## config.mk

```make
export PLATFORM = sky130hd
export DESIGN_NAME = fifo_wr_arbiter_flat
export DESIGN_NICKNAME = d
export VERILOG_FILES = /design/src/rtl/fifo_wr_arbiter_if.sv /design/src/rtl/fifo_wr_arbiter.sv /design/src/flat_wrapper.sv
export SDC_FILE = /design/constraint.sdc
export NUM_CORES = 1
export LEC_CHECK = 0
export ABC_AREA = 1
export BUFFER_PORTS_ARGS = -buffer_cell sky130_fd_sc_hd__buf_4
export CAP_MARGIN = 20
export CORE_MARGIN = 2
export CORE_UTILIZATION = 47
export CTS_CLUSTER_DIAMETER = 120
export CTS_CLUSTER_SIZE = 24
export DETAILED_ROUTE_END_ITERATION = 12
export PLACE_DENSITY_LB_ADDON = 0.08
export SLEW_MARGIN = 20
export SYNTH_ARGS = -nofsm -noshare
export SYNTH_HDL_FRONTEND = slang
export SYNTH_SLANG_ARGS = --single-unit
export TNS_END_PERCENT = 50
```

## constraint.sdc

```tcl
create_clock -name clk -period 2.1 [get_ports clk]
set_input_delay 0.525 -clock clk [delete_from_list [all_inputs] [get_ports clk]]
set_output_delay 0.525 -clock clk [all_outputs]
set_load 0.05 [all_outputs]
```

## src/rtl/fifo_wr_arbiter_if.sv

```systemverilog
// fifo_wr_arbiter_if: producer and FIFO-write-side signals of the round-robin write arbiter
interface fifo_wr_arbiter_if #(
  parameter int WIDTH = 8,
  parameter int NREQ  = 4,
  parameter int CNT_W = 8
);
  logic [NREQ-1:0]       req;
  logic [NREQ*WIDTH-1:0] req_data;
  logic [NREQ-1:0]       ack;
  logic [NREQ-1:0]       grant;
  logic                  busy;
  logic                  full;
  logic                  wr_error;
  logic                  wr_en;
  logic [WIDTH-1:0]      w_data;
  logic [CNT_W-1:0]      err_cnt;
  modport master (
    output req, req_data, full, wr_error,
    input  ack, grant, busy, wr_en, w_data, err_cnt
  );
  modport slave (
    input  req, req_data, full, wr_error,
    output ack, grant, busy, wr_en, w_data, err_cnt
  );
endinterface

```

## src/rtl/fifo_wr_arbiter.sv

```systemverilog
// fifo_wr_arbiter: round-robin, burst-bounded arbiter sharing one FIFO write port among NREQ producers
module fifo_wr_arbiter #(
  parameter int WIDTH     = 8,
  parameter int NREQ      = 4,
  parameter int MAX_BURST = 4,
  parameter int CNT_W     = 8
) (
  input logic clk,
  input logic rst,
  fifo_wr_arbiter_if.slave bus
);
  localparam int PW = $clog2(NREQ);
  localparam int BW = $clog2(MAX_BURST + 1);
  typedef enum logic {IDLE, BURST} state_t;
  state_t state, state_n;
  logic [NREQ-1:0] grant, grant_n, ack;
  logic [PW-1:0] ptr, ptr_n, owner, winner;
  logic [BW-1:0] cnt, cnt_n;
  logic [CNT_W-1:0] err_cnt;
  logic found;
  always_comb begin
    owner = '0;
    for (int i = 0; i < NREQ; i++) if (grant[i]) owner = PW'(i);
  end
  // First requester at or above ptr, wrapping; ptr is one past the last owner
  always_comb begin
    winner = ptr;
    found = 1'b0;
    for (int k = 0; k < NREQ; k++) begin
      if (!found && bus.req[(int'(ptr) + k) % NREQ]) begin
        winner = PW'((int'(ptr) + k) % NREQ);
        found = 1'b1;
      end
    end
  end
  assign ack          = (state == BURST && !bus.full && !rst) ? (grant & bus.req) : '0;
  assign bus.ack      = ack;
  assign bus.wr_en    = |ack;
  assign bus.w_data   = bus.wr_en ? bus.req_data[owner*WIDTH +: WIDTH] : '0;
  assign bus.grant    = grant;
  assign bus.busy     = state == BURST;
  assign bus.err_cnt  = err_cnt;
  always_comb begin
    state_n = state;
    grant_n = grant;
    cnt_n = cnt;
    ptr_n = ptr;
    if (state == IDLE) begin
      if (|bus.req) begin
        state_n = BURST;
        grant_n = NREQ'(1) << winner;
        cnt_n = '0;
      end
    end else if (!bus.req[owner] || (ack[owner] && cnt == BW'(MAX_BURST - 1))) begin
      state_n = IDLE;
      grant_n = '0;
      ptr_n = (owner == PW'(NREQ - 1)) ? '0 : owner + PW'(1);
    end else if (ack[owner]) begin
      cnt_n = cnt + BW'(1);
    end
  end
  always_ff @(posedge clk) begin
    if (rst) begin
      state <= IDLE;
      grant <= '0;
      ptr <= '0;
      cnt <= '0;
      err_cnt <= '0;
    end else begin
      state <= state_n;
      grant <= grant_n;
      ptr <= ptr_n;
      cnt <= cnt_n;
      if (bus.wr_error && err_cnt != '1) err_cnt <= err_cnt + CNT_W'(1);
    end
  end
endmodule
```

## src/flat_wrapper.sv

```systemverilog
// flat-port wrapper written by rule: the top's interface ports become plain ports
module fifo_wr_arbiter_flat 
#(
  parameter int WIDTH     = 8,
  parameter int NREQ      = 4,
  parameter int MAX_BURST = 4,
  parameter int CNT_W     = 8
)
  (clk, rst, bus_req, bus_req_data, bus_full, bus_wr_error, bus_ack, bus_grant, bus_busy, bus_wr_en, bus_w_data, bus_err_cnt);
  fifo_wr_arbiter_if #(.WIDTH(WIDTH), .NREQ(NREQ), .CNT_W(CNT_W)) bus_i ();
  input logic clk;
  input logic rst;
  input wire logic [$bits(bus_i.req)-1:0] bus_req;
  input wire logic [$bits(bus_i.req_data)-1:0] bus_req_data;
  input wire logic [$bits(bus_i.full)-1:0] bus_full;
  input wire logic [$bits(bus_i.wr_error)-1:0] bus_wr_error;
  output wire logic [$bits(bus_i.ack)-1:0] bus_ack;
  output wire logic [$bits(bus_i.grant)-1:0] bus_grant;
  output wire logic [$bits(bus_i.busy)-1:0] bus_busy;
  output wire logic [$bits(bus_i.wr_en)-1:0] bus_wr_en;
  output wire logic [$bits(bus_i.w_data)-1:0] bus_w_data;
  output wire logic [$bits(bus_i.err_cnt)-1:0] bus_err_cnt;
  assign bus_i.req = bus_req;
  assign bus_i.req_data = bus_req_data;
  assign bus_i.full = bus_full;
  assign bus_i.wr_error = bus_wr_error;
  assign bus_ack = bus_i.ack;
  assign bus_grant = bus_i.grant;
  assign bus_busy = bus_i.busy;
  assign bus_wr_en = bus_i.wr_en;
  assign bus_w_data = bus_i.w_data;
  assign bus_err_cnt = bus_i.err_cnt;
  fifo_wr_arbiter #(.WIDTH(WIDTH), .NREQ(NREQ), .MAX_BURST(MAX_BURST), .CNT_W(CNT_W)) u_core (.clk(clk), .rst(rst), .bus(bus_i));
endmodule
```

==> results of run 1 <==
## synthesized netlist by cell type
cell / count / area share
sky130_fd_sc_hd__a21oi_2: 3 / 0.017
sky130_fd_sc_hd__a21boi_2: 1 / 0.0072
sky130_fd_sc_hd__clkbuf_1: 1 / 0.0024
sky130_fd_sc_hd__nand3b_1: 3 / 0.014
sky130_fd_sc_hd__inv_4: 1 / 0.0040
sky130_fd_sc_hd__xor2_1: 1 / 0.0056
sky130_fd_sc_hd__inv_1: 30 / 0.072
sky130_fd_sc_hd__o21ai_1: 1 / 0.0032
sky130_fd_sc_hd__o21ai_0: 27 / 0.086
sky130_fd_sc_hd__buf_6: 4 / 0.029
sky130_fd_sc_hd__nor4_1: 1 / 0.0040
sky130_fd_sc_hd__nand3_2: 1 / 0.0064
sky130_fd_sc_hd__ha_1: 3 / 0.024
sky130_fd_sc_hd__buf_4: 2 / 0.0095
sky130_fd_sc_hd__nand3_1: 25 / 0.079
sky130_fd_sc_hd__o41ai_2: 1 / 0.010
sky130_fd_sc_hd__nand2_4: 1 / 0.0072
sky130_fd_sc_hd__inv_2: 4 / 0.0095
sky130_fd_sc_hd__or2_2: 1 / 0.0040
sky130_fd_sc_hd__nand2_1: 77 / 0.18
sky130_fd_sc_hd__nand2_2: 4 / 0.016
sky130_fd_sc_hd__buf_2: 1 / 0.0032
sky130_fd_sc_hd__nor2_1: 25 / 0.060
sky130_fd_sc_hd__nand4_1: 3 / 0.012
sky130_fd_sc_hd__nor2_4: 2 / 0.014
sky130_fd_sc_hd__dfxtp_1: 18 / 0.23
sky130_fd_sc_hd__a21oi_1: 18 / 0.057
sky130_fd_sc_hd__o22ai_1: 8 / 0.032
## worst reg2reg max path, stage by stage, from the launching register on
cell	delay (ps)
sky130_fd_sc_hd__dfxtp_1	520
sky130_fd_sc_hd__inv_2	140
sky130_fd_sc_hd__nand2_1	100
sky130_fd_sc_hd__nand2_1	80
sky130_fd_sc_hd__nand2_1	80
sky130_fd_sc_hd__nand2_2	90
sky130_fd_sc_hd__nor2_4	150
sky130_fd_sc_hd__nand2_1	90
sky130_fd_sc_hd__nand2_1	90
sky130_fd_sc_hd__nand2_1	60
sky130_fd_sc_hd__nor2_1	120
sky130_fd_sc_hd__nand3_1	90
sky130_fd_sc_hd__a21oi_1	130
## how the worst max path moves through the flow
stage | startpoint | endpoint | slack (ps) | cells past startpoint
detailed placement | bus_full | bus_w_data[6] | 7 | 9
floorplan | u_core.bus.busy | bus_w_data[0] | -340 | 7
global placement | bus_full | bus_w_data[6] | 40 | 9
global route | u_core.bus.busy | bus_w_data[6] | -110 | 9
CTS | u_core.bus.busy | bus_w_data[6] | -10 | 9
finish | u_core.bus.grant[2] | bus_w_data[6] | -30 | 8
## registers in the layout, indices dropped and copies added (netlist names)
signal / cells
u_core.bus.err_cnt: 8
u_core.bus.grant: 4
u_core.ptr: 2
u_core.cnt: 3
u_core.bus.busy: 1
## metrics by stage
stage	instance area, µm²	power [mW]
floorplan	1580	1.07
global placement	2150	1.28
detailed placement	2150	1.29
CTS	2270	1.55
global route	2280	1.68
finish	2280	1.55
## logic make-up (layout without fill, tap and decap cells)
family / count (synthesis) / after routing / synth area share
AND/OR/NAND/NOR: 143 / 143 / 0.401
AO/OA/AOI/OAI: 59 / 59 / 0.212
buffers and inverters: 43 / 118 / 0.129
flip-flops: 18 / 18 / 0.229
adder cells (fa/ha/maj): 3 / 3 / 0.0238
XOR/XNOR: 1 / 1 / 0.00557
## cell type report
class | instances | area [µm²]
Multi-Input combinational cell | 206 | 1030
Fill cell | 319 | 1010
Timing Repair Buffer | 79 | 643
Sequential cell | 18 | 374
Inverter | 35 | 136
Tap cell | 46 | 57.6
Clock buffer | 4 | 36.3
## power by group
group          switching, mW  internal, mW
logic                  0.548         0.352
clock network          0.112         0.106
registers             0.0546         0.378
total                  0.715         0.835
## repair_timing
action                                  4_1_cts  5_1_grt
buffers inserted                              3        0
gates resized for setup                      19        2
endpoints found under the setup margin        9       10
pin swaps                                     1        0
## routing by layer
| layer | track usage | share of wire | vias to the layer above |
|---|---|---|---|
| met5 | 0 | 0 | - |
| met4 | 0.0669 | 0.0069 | 0 |
| met3 | 0.0207 | 0.054 | 4 |
| met2 | 0.374 | 0.49 | 52 |
| met1 | 0.304 | 0.45 | 847 |
| li1 | - | - | 1023 |
==> metrics.json, run 1 <==
{
  "slew_worst_pin_ps": 319,
  "power_leakage_nw": 1.18,
  "num_io_pins": 66,
  "drv_slew": 0,
  "setup_slack_after_layout_ps": -32.8,
  "cts_sinks": 18,
  "die_h_um": 61.9,
  "ff2ff_path_depth": 12,
  "tritoncts": "done",
  "fin_crit_ps": 2130,
  "min_to": "u_core.cnt[2]",
  "worstReg2RegStart": "u_core.ptr[1]",
  "finalHoldViolations": 0,
  "synth_cells": 267,
  "drt_iter0_markers": 126,
  "row_count": 21,
  "critical_path_peak_fanout": 4,
  "detailroute.via_count": 1926,
  "ys.warnings.count": 0,
  "timing.critical_path.cells": "inv_2 > a21oi_4 > buf_6 > nor2_1 > o22ai_1 > nand2_1 > inv_1 > buf_6",
  "cts_made_buffers": 3,
  "finalCritPeriodShare": 1.02,
  "final_common_cell": "sky130_fd_sc_hd__nand2_1",
  "final.hold.worst_slack_ps": 476,
  "placement.setup.worst_slack_ps": 6.50,
  "layout.cells.most_common_list": "76 x sky130_fd_sc_hd__nand2_1, 68 x sky130_fd_sc_hd__buf_4, 28 x sky130_fd_sc_hd__inv_1, 27 x sky130_fd_sc_hd__o21ai_0, 25 x sky130_fd_sc_hd__nand3_1",
  "layoutNonFillerInstCount": 388,
  "root_cell_of_the_clock_tree": "sky130_fd_sc_hd__clkbuf_4",
  "portBuffers": 65,
  "power_density_nw_per_um2": 681,
  "first_pass_grt_wire_length_mm": 6.68,
  "min_path_type": "reg -> reg",
  "antennaDiodeCount": 0,
  "synth.cell_area_um2": 1570,
  "detail_route.vias_per_cell": 4.96,
  "min-delay-start": "u_core.cnt[2]",
  "synth_cell_type_count": 28,
  "globalRouteTotalUtil": 0.223,
  "post_drt_wl_per_cell_um": 11.5,
  "min_path_cells": 2,
  "dpl.cell_count": 381,
  "grt_start_max_net_pins": 12,
  "cts-root-to-sink-buffers": 2,
  "grt-ovfl-total": 0,
  "route.antenna.remaining_nets": 0,
  "flip_flop_and_latch_count_after_synthesis": 18,
  "worst_setup_path_start_kind": "flip-flop",
  "synth-seq-area-share": 0.229,
  "r2r-end": "u_core.bus.grant[3]",
  "cp.buffers_inverters": 4,
  "ff2ff_setup_slack_ps": 300,
  "cp_class": "reg -> out",
  "drv.max_cap_violation_count": 0,
  "critPathMostFrequentCell": "sky130_fd_sc_hd__buf_6",
  "worst_path_largest_cell_delay_ps": 390,
  "fp.coreArea_um2": 3280,
  "drive_above_1_share": 0.325,
  "area_growth_synth_to_finish_pct": 44.6,
  "avgSynthCellArea_um2": 5.90,
  "required_arrival_time_at_the_worst_endpoint_ps": 1570,
  "insertion_delay_ps": 300,
  "clk_pin_slew_ps": 100,
  "first_global_vias": 1578,
  "irDropWorstVdd_v": 0.000458,
  "htree_levels": 1,
  "grt_antenna_before_repair": 0,
  "die_area_um2": 3830,
  "post_cts_hold_buffer_count": 0,
  "crit_arrival_ps": 1610,
  "dp.final_hpwl_mm": 3.38,
  "timing.clock.skew_ps": 1.77,
  "final_nets": 386,
  "grt_setup_unrepaired": "true",
  "drt_first_pass_iters": 4,
  "max-slew-margin-rel": 0.785,
  "initial_utilization": 0.479,
  "maxClockFrequency_mhz": 469,
  "outcome": "finished, violations left",
  "dieWidth_um": 61.9,
  "setup.worst_path.end_class": "output pin",
  "worst_path_max_delay_cell": "sky130_fd_sc_hd__dfxtp_4",
  "timing.final.setup_violations": 8,
  "gpl.final_weighted_congestion": 0.861,
  "routed_wirelength_mm": 4.48,
  "failed_checks": "setup timing",
  "final_core_util": 0.693,
  "net_count_after_synthesis": 310,
  "drcViolationCount": 0,
  "tns_ps": -95.3,
  "critical-path-top-delay-family": "buffers and inverters"
}
Power figures use the tool's default switching activity.
==> inputs of run 2 (changes only) <==
--- a/config.mk
+++ b/config.mk
@@ -14,6 +14,7 @@
 export CTS_CLUSTER_SIZE = 24
 export DETAILED_ROUTE_END_ITERATION = 12
 export PLACE_DENSITY_LB_ADDON = 0.08
+export RECOVER_POWER = 50
 export SLEW_MARGIN = 20
 export SYNTH_ARGS = -nofsm -noshare
 export SYNTH_HDL_FRONTEND = slang
==> constraint.sdc (replaced) <==
create_clock -name clk -period 2.6 [get_ports clk]
set_input_delay 0.65 -clock clk [delete_from_list [all_inputs] [get_ports clk]]
set_output_delay 0.65 -clock clk [all_outputs]
set_load 0.05 [all_outputs]
==> metrics.json, run 2 (same netlist as run 1, synthesis figures left out) <==
{
  "drv.max_cap_violation_count": {"value": 0, "change": "unchanged"},
  "post_drt_wl_per_cell": {"value": 11.0, "unit": "µm", "change": "-4.5%"},
  "min_path_type": "reg -> reg",
  "portBuffers": {"value": 65, "change": "unchanged"},
  "drv_slew": {"value": 0, "change": "unchanged"},
  "cts-root-to-sink-buffers": {"value": 2, "change": "unchanged"},
  "placement.setup.worst_slack": {"value": 197, "unit": "ps", "change": "+191 ps"},
  "clk_pin_slew": {"value": 90, "unit": "ps", "change": "about the same"},
  "fin_crit_ps": 2420,
  "grt_start_max_net_pins": {"value": 12, "change": "unchanged"},
  "cp_class": "reg -> out",
  "cts_sinks": {"value": 18, "change": "unchanged"},
  "finalCritPeriodShare": 0.930,
  "grt_setup_unrepaired": "false",
  "outcome": "finished, final reports clean",
  "final_common_cell": "sky130_fd_sc_hd__nand2_1",
  "timing.clock.skew": {"value": 0.692, "unit": "ps", "change": "-1.08 ps"},
  "finalHoldViolations": {"value": 0, "change": "unchanged"},
  "largest_register": "u_core.bus.err_cnt",
  "dieWidth": {"value": 61.9, "unit": "µm", "change": "unchanged"},
  "die_h": {"value": 61.9, "unit": "µm", "change": "unchanged"},
  "irDropWorstVdd": {"value": 0.000389, "unit": "V", "change": "-15%"},
  "ff2ff_path_depth": {"value": 8, "change": "-4"},
  "first_pass_grt_wire_length": {"value": 6.64, "unit": "mm", "change": "-0.63%"},
  "routed_wirelength": {"value": 4.16, "unit": "mm", "change": "-7.3%"},
  "final_nets": {"value": 376, "change": "-2.6%"},
  "detail_route.vias_per_cell": {"value": 5.04, "change": "+1.5%"},
  "route.antenna.remaining_nets": {"value": 0, "change": "unchanged"},
  "first_global_vias": {"value": 1595, "change": "+1.1%"},
  "grt-ovfl-total": {"value": 0, "change": "unchanged"},
  "power_leakage": {"value": 1.05, "unit": "nW", "change": "-10%"},
  "post-layout-total-power": {"value": 1.15, "unit": "mW", "change": "-26%"},
  "detailroute.via_count": {"value": 1900, "change": "-1.3%"},
  "r2r-end": "u_core.bus.err_cnt[5]",
  "gpl.final_weighted_congestion": {"value": 0.888, "change": "+3.0%"},
  "num_io_pins": {"value": 66, "change": "unchanged"},
  "setup_slack_after_layout": {"value": 183, "unit": "ps", "change": "+216 ps"},
  "cp-startpoint": "u_core.bus.grant[2]",
  "area_growth_synth_to_finish_pct": 31.4,
  "insertion_delay": {"value": 290, "unit": "ps", "change": "about the same"},
  "flip_flop_count_of_the_largest_register_all_copies_and_words_added": {"value": 8, "change": "unchanged"},
  "setup.worst_path.end_class": "output pin",
  "required_arrival_time_at_the_worst_endpoint": {"value": 1950, "unit": "ps", "change": "+380 ps"},
  "drt_iter0_markers": {"value": 77, "change": "-39%"},
  "row_count": {"value": 21, "change": "unchanged"},
  "die_area": {"value": 3830, "unit": "µm²", "change": "unchanged"},
  "tns": {"value": 0, "unit": "ps", "change": "+95.3 ps"},
  "root_cell_of_the_clock_tree": "sky130_fd_sc_hd__clkbuf_4",
  "ff2ff_setup_slack": {"value": 670, "unit": "ps", "change": "+370 ps"},
  "tritoncts": "done",
  "grt_antenna_before_repair": {"value": 0, "change": "unchanged"},
  "drcViolationCount": {"value": 0, "change": "unchanged"},
  "drive_above_1_share": {"value": 0.245, "change": "-0.0798"},
  "maxClockFrequency_mhz": 414,
  "fp.coreArea": {"value": 3280, "unit": "µm²", "change": "unchanged"},
  "cts_made_buffers": {"value": 3, "change": "unchanged"},
  "htree_levels": {"value": 1, "change": "unchanged"},
  "antennaDiodeCount": {"value": 0, "change": "unchanged"},
  "layoutNonFillerInstCount": {"value": 377, "change": "-2.8%"},
  "worstReg2RegStart": "u_core.bus.err_cnt[0]",
  "initial_utilization": {"value": 0.479, "change": "unchanged"},
  "critical_path_peak_fanout": {"value": 8, "change": "+4"},
  "crit_path_end": "bus_w_data[3]",
  "timing.final.setup_violations": {"value": 0, "change": "-8"},
  "layout.cells.most_common_list": "77 x sky130_fd_sc_hd__nand2_1, 57 x sky130_fd_sc_hd__buf_4, 30 x sky130_fd_sc_hd__inv_1, 27 x sky130_fd_sc_hd__o21ai_0",
  "power_density": {"value": 555, "unit": "nW/µm²", "change": "-19%"},
  "dpl.cell_count": {"value": 374, "change": "-1.8%"},
  "crit_arrival": {"value": 1770, "unit": "ps", "change": "+160 ps"},
  "drt_first_pass_iters": {"value": 4, "change": "unchanged"},
  "slew_worst_pin": {"value": 596, "unit": "ps", "change": "+277 ps"},
  "worst_setup_path_start_kind": "flip-flop",
  "max-slew-margin-rel": {"value": 0.598, "change": "-0.187"},
  "dp.final_hpwl": {"value": 3.31, "unit": "mm", "change": "-2.2%"},
  "reg_top3": "u_core.bus.err_cnt (8), u_core.bus.grant (4), u_core.cnt (3)",
  "postCtsSetupBuffers": {"value": 0, "change": "-3"},
  "globalRouteTotalUtil": {"value": 0.224, "change": "+0.000427"}
}
run 2: changes by cell type in the layout (fill, tap and decap cells not counted), sizes merged:
cell / delta
buf: -22
clkbuf: +11
run 2: cell type report:
type	instances	area, µm²
inverters	35	134
flip-flops and latches	18	363
repair buffers	69	473
fillers	347	1220
multi-input cells	206	1020
clock buffers	3	22.5
well taps	46	57.6
run 2: where the power goes:
| group | internal, mW | switching, mW | total [mW] |
|---|---|---|---|
| logic | 0.237 | 0.426 | 0.664 |
| clock network | 0.0540 | 0.0827 | 0.137 |
| registers | 0.303 | 0.0450 | 0.348 |
run 2: per-layer routing:
metal / GRT usage / up-vias / wire length [µm]
met2: 0.392 / 42 / 2040
met4: 0.0638 / 0 / 80
met3: 0.0269 / 8 / 175
li1: - / 1003 / -
met1: 0.288 / 847 / 1860
met5: 0 / - / 0
run 2: timing repair:
item / CTS / global route
hold buffers: 0 / 0
setup endpoints to repair: 0 / 8
resized for setup: 0 / 1
run 2: worst max-delay path, cell delays in order, from the launching register on:
cell	delay [ps]
sky130_fd_sc_hd__dfxtp_1	420
sky130_fd_sc_hd__inv_1	110
sky130_fd_sc_hd__a21oi_4	250
sky130_fd_sc_hd__buf_4	190
sky130_fd_sc_hd__nor2_1	40
sky130_fd_sc_hd__o22ai_1	160
sky130_fd_sc_hd__nand2_1	70
sky130_fd_sc_hd__inv_1	60
sky130_fd_sc_hd__buf_4	180
run 2: worst min-delay path by stage:
stage	cells after the start	from	to
finish	2	u_core.cnt[2]	u_core.cnt[2]
CTS	2	u_core.cnt[1]	u_core.cnt[1]
detailed placement	2	u_core.cnt[1]	u_core.cnt[1]
floorplan	2	u_core.cnt[1]	u_core.cnt[1]
global placement	2	u_core.cnt[1]	u_core.cnt[1]
global route	2	u_core.cnt[1]	u_core.cnt[1]
run 2: through the flow:
| stage | instance area [µm²] | hold slack [ps] | util |
|---|---|---|---|
| 2_1_floorplan | 1580 | 441 | - |
| 3_3_place_gp | 2080 | 455 | 0.634 |
| 3_5_place_dp | 2080 | 458 | 0.634 |
| 4_1_cts | 2110 | 472 | 0.641 |
| 5_1_grt | 2070 | 499 | 0.630 |
| 6_report | 2070 | 471 | 0.630 |
==> inputs of run 3 (changes only) <==
--- a/config.mk
+++ b/config.mk
@@ -13,7 +13,7 @@
 export CTS_CLUSTER_DIAMETER = 120
 export CTS_CLUSTER_SIZE = 24
 export DETAILED_ROUTE_END_ITERATION = 12
-export PLACE_DENSITY_LB_ADDON = 0.08
+export PLACE_DENSITY = 0.79
 export RECOVER_POWER = 50
 export SLEW_MARGIN = 20
 export SYNTH_ARGS = -nofsm -noshare
==> metrics.json, run 3 (same netlist as run 1, synthesis figures left out) <==
{
  "min_to": "u_core.cnt[1]",
  "first_global_vias": {"value": 1572, "change": "-1.4%"},
  "final_core_util": {"value": 0.636, "change": "+0.00648"},
  "drt_iter0_markers": {"value": 76, "change": "-1.3%"},
  "post-layout-total-power": {"value": 1.20, "unit": "mW", "change": "+4.3%"},
  "drive_above_1_share": {"value": 0.256, "change": "+0.0113"},
  "postCtsSetupBuffers": {"value": 0, "change": "unchanged"},
  "post_cts_hold_buffer_count": {"value": 0, "change": "unchanged"},
  "clk_pin_slew": {"value": 100, "unit": "ps", "change": "about the same"},
  "tns": {"value": 0, "unit": "ps", "change": "unchanged"},
  "worst_setup_path_start_kind": "primary input",
  "htree_levels": {"value": 1, "change": "unchanged"},
  "postPlaceCellArea": {"value": 2080, "unit": "µm²", "change": "unchanged"},
  "final.hold.worst_slack": {"value": 468, "unit": "ps", "change": "-3.17 ps"},
  "grt-ovfl-total": {"value": 0, "change": "unchanged"},
  "critical-path-top-delay-family": "simple AND/OR/NAND/NOR gates",
  "row_count": {"value": 21, "change": "unchanged"},
  "cts_made_buffers": {"value": 3, "change": "unchanged"},
  "cp_class": "in -> out",
  "largest_register": "u_core.bus.err_cnt",
  "finalCritPeriodShare": {"value": 0.946, "change": "+0.0168"},
  "dpl.cell_count": {"value": 374, "change": "unchanged"},
  "die_h": {"value": 61.9, "unit": "µm", "change": "unchanged"},
  "timing.clock.skew": {"value": 3.62, "unit": "ps", "change": "+2.93 ps"},
  "ff2ff_setup_slack": {"value": 220, "unit": "ps", "change": "-450 ps"},
  "drcViolationCount": {"value": 0, "change": "unchanged"},
  "final_nets": {"value": 376, "change": "unchanged"},
  "tritoncts": "done",
  "required_arrival_time_at_the_worst_endpoint": {"value": 1950, "unit": "ps", "change": "about the same"},
  "cts_resized": {"value": 0, "change": "unchanged"},
  "initial_utilization": {"value": 0.479, "change": "unchanged"},
  "drt_first_pass_iters": {"value": 4, "change": "unchanged"},
  "flip_flop_count_of_the_largest_register_all_copies_and_words_added": {"value": 8, "change": "unchanged"},
  "drv.max_cap_violation_count": {"value": 0, "change": "unchanged"},
  "layout.cells.most_common_list": "77 x sky130_fd_sc_hd__nand2_1, 58 x sky130_fd_sc_hd__buf_4, 30 x sky130_fd_sc_hd__inv_1, 27 x sky130_fd_sc_hd__o21ai_0, 25 x sky130_fd_sc_hd__nand3_1",
  "portBuffers": {"value": 65, "change": "unchanged"},
  "min_path_cells": {"value": 2, "change": "unchanged"},
  "ff2ff_path_depth": {"value": 8, "change": "unchanged"},
  "cts-root-to-sink-buffers": {"value": 2, "change": "unchanged"},
  "irDropWorstVdd": {"value": 0.000450, "unit": "V", "change": "+16%"},
  "detailroute.via_count": {"value": 1962, "change": "+3.3%"},
  "gpl.final_weighted_congestion": {"value": 0.845, "change": "-4.8%"},
  "globalRouteTotalUtil": {"value": 0.216, "change": "-0.00802"},
  "r2r-end": "u_core.bus.err_cnt[5]",
  "setup_slack_after_layout": {"value": 139, "unit": "ps", "change": "-43.6 ps"},
  "num_io_pins": {"value": 66, "change": "unchanged"},
  "root_cell_of_the_clock_tree": "sky130_fd_sc_hd__clkbuf_4",
  "fp.coreArea": {"value": 3280, "unit": "µm²", "change": "unchanged"},
  "setup.worst_path.end_class": "output pin",
  "min_path_type": "reg -> reg",
  "max-slew-margin-rel": {"value": 0.373, "change": "-0.225"},
  "dieWidth": {"value": 61.9, "unit": "µm", "change": "unchanged"},
  "critical_path_peak_fanout": {"value": 9, "change": "+1"},
  "insertion_delay": {"value": 290, "unit": "ps", "change": "about the same"},
  "placement.setup.worst_slack": {"value": 143, "unit": "ps", "change": "-54.0 ps"},
  "worstReg2RegStart": "u_core.bus.err_cnt[0]",
  "power_leakage": {"value": 1.07, "unit": "nW", "change": "+1.2%"},
  "final_design_area_no_fill": {"value": 2090, "unit": "µm²", "change": "+1.0%"},
  "outcome": "finished, final reports clean",
  "grt_setup_unrepaired": "false",
  "timing.final.setup_violations": {"value": 0, "change": "unchanged"},
  "final.fill_count": {"value": 326, "change": "-6.1%"},
  "antennaDiodeCount": {"value": 0, "change": "unchanged"},
  "cp.buffers_inverters": {"value": 3, "change": "-1"},
  "worst_path_max_delay_cell": "sky130_fd_sc_hd__nand3b_1",
  "grt_start_max_net_pins": {"value": 12, "change": "unchanged"},
  "slew_worst_pin": {"value": 931, "unit": "ps", "change": "+336 ps"},
  "reg_top3": "u_core.bus.err_cnt (8), u_core.bus.grant (4), u_core.cnt (3)",
  "drv_slew": {"value": 0, "change": "unchanged"},
  "timing.critical_path.cells": "buf_4 > nor2_4 > nand2_1 > a21oi_2 > nand3b_1 > nand2_1 > inv_1 > buf_4",
  "detail_route.vias_per_cell": {"value": 5.19, "change": "+3.0%"},
  "min-delay-start": "u_core.cnt[1]",
  "finalHoldViolations": {"value": 0, "change": "unchanged"},
  "area_growth_synth_to_finish_pct": 32.8,
  "power_density": {"value": 573, "unit": "nW/µm²", "change": "+3.2%"},
  "grt_antenna_before_repair": {"value": 0, "change": "unchanged"},
  "dp.final_hpwl": {"value": 3.38, "unit": "mm", "change": "+2.2%"},
  "cts_sinks": {"value": 18, "change": "unchanged"},
  "post_drt_wl_per_cell": {"value": 11.4, "unit": "µm", "change": "+3.2%"},
  "maxClockFrequency": {"value": 406, "unit": "MHz", "change": "-1.8%"},
  "first_pass_grt_wire_length": {"value": 6.43, "unit": "mm", "change": "-3.1%"},
  "crit_arrival": {"value": 1810, "unit": "ps", "change": "+40 ps"},
  "layoutNonFillerInstCount": {"value": 378, "change": "+0.27%"},
  "die_area": {"value": 3830, "unit": "µm²", "change": "unchanged"},
  "routed_wirelength": {"value": 4.30, "unit": "mm", "change": "+3.5%"},
  "worst_path_largest_cell_delay": {"value": 350, "unit": "ps", "change": "-70 ps"},
  "final_common_cell": "sky130_fd_sc_hd__nand2_1",
  "fin_crit": {"value": 2460, "unit": "ps", "change": "+43.6 ps"},
  "route.antenna.remaining_nets": {"value": 0, "change": "unchanged"}
}
## run 3: routing by layer
metal,vias up,global-route usage,share of wire
met2,66,0.376,0.46
met5,-,0,0
li1,1002,-,-
met4,0,0.0669,0.011
met1,888,0.270,0.44
met3,6,0.0373,0.087
## run 3: where the power goes
| part | switching (mW) | internal [mW] |
|---|---|---|
| Clock | 0.0849 | 0.0852 |
| Sequential | 0.0515 | 0.304 |
| Combinational | 0.431 | 0.240 |
## run 3: layout make-up
type / instances / area, µm² / area share
Clock buffer: 4 / 36.3 / 0.0174
Inverter: 35 / 134 / 0.0641
Multi-Input combinational cell: 206 / 1020 / 0.487
Sequential cell: 18 / 368 / 0.176
Tap cell: 46 / 57.6 / 0.0275
Timing Repair Buffer: 69 / 477 / 0.228
## run 3: how the worst max path moves through the flow
stage	slack, ps	end	cells past startpoint	startpoint
2_1_floorplan	-60	bus_w_data[0]	7	rst
3_3_place_gp	200	bus_w_data[5]	8	bus_full
3_5_place_dp	140	bus_w_data[0]	8	bus_full
4_1_cts	30	bus_w_data[4]	8	u_core.bus.grant[2]
5_1_grt	10	bus_w_data[0]	8	bus_full
6_report	140	bus_w_data[0]	8	bus_full
## run 3: worst reg2reg max path, stage by stage, from the launching register on
cell and delay, ps:
sky130_fd_sc_hd__dfxtp_1 370, sky130_fd_sc_hd__ha_1 250, sky130_fd_sc_hd__nand3_1 90, sky130_fd_sc_hd__nor2_1 50, sky130_fd_sc_hd__a21boi_0 720, sky130_fd_sc_hd__nand4_1 230, sky130_fd_sc_hd__or2_2 360, sky130_fd_sc_hd__o21ai_0 160
sky130_fd_sc_hd__a21oi_1 50
